### config.mk
export PLATFORM = sky130hd
export DESIGN_NAME = exit_status_uart_reporter
export DESIGN_NICKNAME = d
export VERILOG_FILES = /design/src/rtl/exit_status_uart_reporter_pkg.sv /design/src/rtl/exit_uart_byte_tx.sv /design/src/rtl/exit_status_uart_reporter.sv
export SDC_FILE = /design/constraint.sdc
export NUM_CORES = 1
export LEC_CHECK = 0
export CORE_MARGIN = 2
export CORE_UTILIZATION = 40
export DETAILED_ROUTE_END_ITERATION = 8
export PLACE_DENSITY = 0.67
export SYNTH_ARGS = -nofsm -noshare
export SYNTH_HDL_FRONTEND = slang
export SYNTH_SLANG_ARGS = --single-unit
### constraint.sdc
create_clock -name clk_i -period 9.1 [get_ports clk_i]
set_clock_uncertainty 0.05 [all_clocks]
set_input_delay 1.82 -clock clk_i [delete_from_list [all_inputs] [get_ports clk_i]]
set_output_delay 1.82 -clock clk_i [all_outputs]
set_load 0.05 [all_outputs]
### src/rtl/exit_status_uart_reporter_pkg.sv
// Shared constants, FSM state type and hex-to-ASCII helper for the exit status reporter.
package exit_status_uart_reporter_pkg;

  localparam int MSG_LEN = 15;
  localparam int HDR_LEN = 5;

  localparam logic [7:0] CH_E  = 8'h45;
  localparam logic [7:0] CH_X  = 8'h58;
  localparam logic [7:0] CH_I  = 8'h49;
  localparam logic [7:0] CH_T  = 8'h54;
  localparam logic [7:0] CH_EQ = 8'h3D;
  localparam logic [7:0] CH_CR = 8'h0D;
  localparam logic [7:0] CH_LF = 8'h0A;

  typedef enum logic [2:0] {
    IDLE,
    START,
    DATA,
    STOP,
    DONE
  } state_e;

  // Uppercase hex digit: 0-9 -> '0'..'9', 10-15 -> 'A'..'F' (0x41 - 10 = 0x37).
  function automatic logic [7:0] nibble_to_ascii(input logic [3:0] n);
    if (n < 4'd10) begin
      return 8'h30 + {4'h0, n};
    end
    return 8'h37 + {4'h0, n};
  endfunction

endpackage

### src/rtl/exit_uart_byte_tx.sv
// Single-byte 8N1 UART serializer; ready rises in the final stop-bit cycle so
// the next byte follows with no idle gap.
module exit_uart_byte_tx
  import exit_status_uart_reporter_pkg::*;
#(
  parameter int CLKS_PER_BIT = 868
) (
  input  logic       clk_i,
  input  logic       rst_ni,
  input  logic       valid_i,
  input  logic [7:0] data_i,
  output logic       ready_o,
  output logic       tx_o
);

  localparam int BAUD_W = $clog2(CLKS_PER_BIT);
  localparam logic [BAUD_W-1:0] BAUD_LAST = BAUD_W'(CLKS_PER_BIT - 1);

  state_e            r_state;
  state_e            w_state_next;
  logic [BAUD_W-1:0] r_baud;
  logic [BAUD_W-1:0] w_baud_next;
  logic [2:0]        r_bit;
  logic [2:0]        w_bit_next;
  logic [7:0]        r_shift;
  logic [7:0]        w_shift_next;
  logic              r_tx;
  logic              w_tx_next;
  logic              w_bit_end;
  logic              w_accept;

  assign w_bit_end = (r_baud == BAUD_LAST);
  assign ready_o   = (r_state == IDLE) || ((r_state == STOP) && w_bit_end);
  assign w_accept  = ready_o && valid_i;
  assign tx_o      = r_tx;

  always_ff @(posedge clk_i) begin
    if (!rst_ni) begin
      r_state <= IDLE;
      r_baud  <= '0;
      r_bit   <= '0;
      r_shift <= '0;
      r_tx    <= 1'b1;
    end else begin
      r_state <= w_state_next;
      r_baud  <= w_baud_next;
      r_bit   <= w_bit_next;
      r_shift <= w_shift_next;
      r_tx    <= w_tx_next;
    end
  end

  always_comb begin
    w_state_next = r_state;
    w_baud_next  = r_baud;
    w_bit_next   = r_bit;
    w_shift_next = r_shift;
    w_tx_next    = r_tx;
    if (w_accept) begin
      w_state_next = START;
      w_baud_next  = '0;
      w_bit_next   = '0;
      w_shift_next = data_i;
      w_tx_next    = 1'b0;
    end else begin
      case (r_state)
        START: begin
          if (w_bit_end) begin
            w_state_next = DATA;
            w_baud_next  = '0;
            w_tx_next    = r_shift[0];
          end else begin
            w_baud_next = r_baud + 1'b1;
          end
        end
        DATA: begin
          if (w_bit_end) begin
            w_baud_next = '0;
            if (r_bit == 3'd7) begin
              w_state_next = STOP;
              w_tx_next    = 1'b1;
            end else begin
              w_bit_next   = r_bit + 3'd1;
              w_shift_next = {1'b0, r_shift[7:1]};
              w_tx_next    = r_shift[1];
            end
          end else begin
            w_baud_next = r_baud + 1'b1;
          end
        end
        STOP: begin
          // Reaching the end here means no follow-on byte was offered.
          if (w_bit_end) begin
            w_state_next = IDLE;
            w_baud_next  = '0;
          end else begin
            w_baud_next = r_baud + 1'b1;
          end
        end
        default: begin
          w_state_next = IDLE;
          w_tx_next    = 1'b1;
        end
      endcase
    end
  end

endmodule

### src/rtl/exit_status_uart_reporter.sv
// Reports the MCU exit value as "EXIT=XXXXXXXX\r\n" over UART and drives
// sticky done/pass status flags.
module exit_status_uart_reporter
  import exit_status_uart_reporter_pkg::*;
#(
  parameter int CLKS_PER_BIT = 868
) (
  input  logic        clk_i,
  input  logic        rst_ni,
  input  logic        exit_valid_i,
  input  logic [31:0] exit_value_i,
  output logic        tx_o,
  output logic        busy_o,
  output logic        done_o,
  output logic        pass_o
);

  logic        r_valid_prev;
  logic [31:0] r_value;
  logic [3:0]  r_idx;
  logic        r_busy;
  logic        r_done;
  logic        r_pass;

  logic        w_trig;
  logic        w_last;
  logic        w_ready;
  logic        w_valid;
  logic [3:0]  w_send_idx;
  logic [2:0]  w_hex_sel;
  logic [7:0]  w_char;
  logic [7:0]  w_hex_char [8];

  assign w_trig     = exit_valid_i && !r_valid_prev && !r_busy;
  assign w_last     = (r_idx == 4'(MSG_LEN - 1));
  assign w_valid    = w_trig || (r_busy && w_ready && !w_last);
  // The first character is a constant, so it can be offered before the value latch settles.
  assign w_send_idx = w_trig ? 4'd0 : r_idx + 4'd1;
  assign w_hex_sel  = 3'(w_send_idx - 4'(HDR_LEN));

  genvar gi;
  generate
    for (gi = 0; gi < 8; gi++) begin : g_hex
      assign w_hex_char[gi] = nibble_to_ascii(r_value[31-4*gi -: 4]);
    end
  endgenerate

  always_comb begin
    w_char = CH_LF;
    case (w_send_idx)
      4'd0:    w_char = CH_E;
      4'd1:    w_char = CH_X;
      4'd2:    w_char = CH_I;
      4'd3:    w_char = CH_T;
      4'd4:    w_char = CH_EQ;
      4'd13:   w_char = CH_CR;
      4'd14:   w_char = CH_LF;
      default: w_char = w_hex_char[w_hex_sel];
    endcase
  end

  always_ff @(posedge clk_i) begin
    if (!rst_ni) begin
      r_valid_prev <= 1'b0;
      r_value      <= '0;
      r_idx        <= '0;
      r_busy       <= 1'b0;
      r_done       <= 1'b0;
      r_pass       <= 1'b0;
    end else begin
      r_valid_prev <= exit_valid_i;
      if (w_trig) begin
        r_value <= exit_value_i;
        r_idx   <= '0;
        r_busy  <= 1'b1;
        r_done  <= 1'b0;
        r_pass  <= 1'b0;
      end else if (r_busy && w_ready) begin
        if (w_last) begin
          r_busy <= 1'b0;
          r_done <= 1'b1;
          r_pass <= (r_value == 32'd0);
          r_idx  <= '0;
        end else begin
          r_idx <= w_send_idx;
        end
      end
    end
  end

  exit_uart_byte_tx #(
    .CLKS_PER_BIT(CLKS_PER_BIT)
  ) u_byte_tx (
    .clk_i  (clk_i),
    .rst_ni (rst_ni),
    .valid_i(w_valid),
    .data_i (w_char),
    .ready_o(w_ready),
    .tx_o   (tx_o)
  );

  assign busy_o = r_busy;
  assign done_o = r_done;
  assign pass_o = r_pass;

endmodule

==> flow_metrics.env <==
export IMPL_postSynthAreaPerCell_sq_um=8.19
export IMPL_ctsResizeCount=0
export IMPL_clockPowerShare_pct=29.2
export IMPL_yosysTopAreaCell="dfxtp_1"
export IMPL_power_density_nw_per_um2=169
export IMPL_p_leak_uw=0.00183
export IMPL_clk_pin_slew_ns=0.07
export IMPL_syn_to_final_growth_pct=14.5
export IMPL_setup_viol=0
export IMPL_io_pins=39
export IMPL_firstDrtPassIters=5
export IMPL_fin_crit_ns=5.20
export IMPL_finalNonFillerCells=687
export IMPL_async_flop_share_pct=0
export IMPL_fin_util_pct=47.4
export IMPL_drt_iter0_markers=241
export IMPL_die_x_um=108
export IMPL_hp_class="reg2reg"
export IMPL_swShare_pct=34.4
export IMPL_hpwlAfterDp_um=7310
export IMPL_cts_made_buffers=9
export IMPL_start_kind="primary input"
export IMPL_endpoint_kind="flop"
export IMPL_routed_wl_um=9730
export IMPL_grt_first_pass_wirelength_um=16500
export IMPL_critPathKind="in2reg"
export IMPL_root_buffer="clkbuf_8"
export IMPL_final_nets=612
export IMPL_grt_max_degree=47
export IMPL_slew_headroom_pct=47.9
export IMPL_cts_tree="built"
export IMPL_vias=3660
export IMPL_synth_edf_count=0
export IMPL_worst_slew_pin_slew_ns=0.781
export IMPL_hold_viol=0
export IMPL_syn_cell_area_sq_um=4290
export IMPL_fin_ws_ns=3.90
export IMPL_critPathSlowestCell="nor2_2"
export IMPL_power_net_switching_uw=286
export IMPL_cts_sinks=63
export IMPL_netlist_area_leader_share_pct=29.4
export IMPL_ir_drop_mv=0.0773
export IMPL_path_cells="clkdlybuf4s50_1 -> nor3b_4 -> buf_4 -> nor2_2 -> inv_1 -> ha_1 -> or3_4 -> a2111oi_0 -> a311o_1 -> nand4_1 -> o21ai_1"
export IMPL_routedWlPerCell_um=14.2
export IMPL_required_ns=9.33
export IMPL_yosysWarnings=0
export IMPL_cp_max_fo=40
export IMPL_synthFlopType="dfxtp_1"
export IMPL_cpPeakStageDelay_ns=0.65
export IMPL_post_cts_buffers=0
export IMPL_drv_cap=0
export IMPL_clock_latency_ns=0.35
export IMPL_clockBufferDepth=2
export IMPL_grt_use_total_pct=18.0
export IMPL_ant_nets=0
export IMPL_ys_top_cells_by_area="dfxtp_1, ha_1, nand2_1, a21boi_0, mux4_2"
export IMPL_status="finished, final reports clean"
export IMPL_rsz0062_at_grt="no"
export IMPL_crit_family="simple AND/OR/NAND/NOR gates"
export IMPL_drive_above_1_share_pct=7.99
export IMPL_core_area_sq_um=10400
export IMPL_grt_antenna_before_repair=0
export IMPL_dp_cells=671
export IMPL_viasPerCell=5.33
export IMPL_synth_nets=590
export IMPL_seqPwrFrac_pct=40.1
export IMPL_cp_arrival_ns=5.43
export IMPL_fin_crit_sh_pct=57.2
export IMPL_die_area_sq_um=11600
export IMPL_drv_slew=0
export IMPL_globalRouteOverflowTotal=0
export IMPL_seq_area_frac_synth_pct=29.4
export IMPL_start_util_pct=41.4
export IMPL_dieHeight_um=108
export IMPL_num_fill_cells=1034
export IMPL_synth_seq_cells=63
export IMPL_port_buffers=38
export IMPL_diodes=0
export IMPL_tns_ns=0
export IMPL_drc=0
export IMPL_combPwrFrac_pct=30.7
export IMPL_p_int_uw=544
export IMPL_crit_buf_inv=3
export IMPL_netlist_instances=524
export IMPL_rows=37
export IMPL_fmax_mhz=192
export IMPL_synth_cell_types=62
export IMPL_htreeDepth=3
export IMPL_pre_cts_slack_ns=3.56
export IMPL_gp_congestion=0.885
export IMPL_cts_hold_buf=0
export IMPL_first_global_vias=3499
## through the flow
step	power, uW	instance area, sq um	hold WS, ns
after CTS	839	4920	0.423
after global routing	888	4920	0.442
after floorplan	529	4290	0.390
final	829	4920	0.417
after global placement	585	4720	0.401
after detailed placement	592	4720	0.408
## cells by family (layout without fill, tap and decap cells)
family	count (synthesis)	count (layout)	synth area share, %
AND/OR/NAND/NOR	195	195	22.5
AO/OA/AOI/OAI	134	134	20.2
flip-flops	63	63	29.4
buffers and inverters	57	84	5.77
adder cells (fa/ha/maj)	31	31	9.03
XOR/XNOR	22	22	4.98
multiplexers	22	22	8.16
## power groups by stage
| stage | Combinational (uW) | Sequential (uW) | Clock, uW |
|---|---|---|---|
| final | 254 | 333 | 242 |
| after global placement | 248 | 337 | 0 |
| after CTS | 255 | 332 | 252 |
| after global routing | 287 | 337 | 265 |
| after floorplan | 194 | 335 | 0 |
| after detailed placement | 254 | 338 | 0 |
## metal layers
metal | vias up | GRT usage [%] | wire length, um
li1 | 1887 | - | -
met1 | 1699 | 24.1 | 4800
met2 | 64 | 28.7 | 4470
met3 | 10 | 4.06 | 348
met4 | 0 | 6.32 | 113
met5 | - | 0 | 0
## worst paths after layout
path	from	end	slack [ns]	cells past startpoint
worst max-delay path	exit_valid_i	u_byte_tx.r_shift[3]	3.90	11
worst min-delay path	done_o	done_o	0.42	2
worst max register to register	busy_o	u_byte_tx.r_shift[3]	5.44	10
worst min register to register	done_o	done_o	0.42	2
## cell usage in the layout, fill, tap and decap left out, types with 11 or more instances in the layout
cell	netlist	final
nand3_1	11	11
o21ai_0	32	32
ha_1	31	31
nor2_1	31	31
nand2_1	94	94
inv_1	27	27
xnor2_1	12	12
a21oi_1	36	36
a21boi_0	33	33
clkdlybuf4s50_1	0	38
dfxtp_1	63	63
## sequential cells by signal, indices dropped and copies added, names as in the netlist
signal             count
r_value               32
u_byte_tx.r_baud      10
u_byte_tx.r_shift      7
r_idx                  4
u_byte_tx.r_bit        3
u_byte_tx.r_state      2
busy_o                 1
done_o                 1
pass_o                 1
r_valid_prev           1
u_byte_tx.tx_o         1
## cell type report
cell class | count | area, sq um | share of cell area [%]
multi-input cells | 404 | 2790 | 56.6
flip-flops and latches | 63 | 1260 | 25.6
repair buffers | 41 | 403 | 8.19
well taps | 136 | 170 | 3.46
clock buffers | 9 | 124 | 2.52
inverters | 27 | 101 | 2.06
clock inverters | 7 | 73.8 | 1.50
## tightest hold or removal path, cell delays in order, from the launching register on
cell     delay (ns)
dfxtp_1        0.33
nor2_1         0.04
nor2_1         0.06
## synth_stat cells (all sizes together) (2+ instances only)
| cell type | count |
|---|---|
| nand4 | 8 |
| nor4 | 4 |
| xnor2 | 13 |
| nand3 | 11 |
| or3b | 2 |
| dfxtp | 63 |
| inv | 27 |
| a21oi | 37 |
| nand2 | 94 |
| a41oi | 2 |
| nor3b | 4 |
| and4 | 2 |
| a311o | 2 |
| o211ai | 6 |
| mux4 | 10 |
| and3 | 3 |
| or3 | 4 |
| a2111o | 2 |
| nor3 | 2 |
| or2 | 2 |
| ha | 31 |
| and4b | 8 |
| and2 | 3 |
| a21boi | 35 |
| a31oi | 3 |
| nand2b | 2 |
| mux2i | 8 |
| clkbuf | 23 |
| nor2b | 10 |
| xor2 | 8 |
| nor2 | 33 |
| buf | 7 |
| o22ai | 2 |
| o21ai | 34 |
| mux2 | 4 |
| a2111oi | 2 |
(Power assumes the default switching activity.)
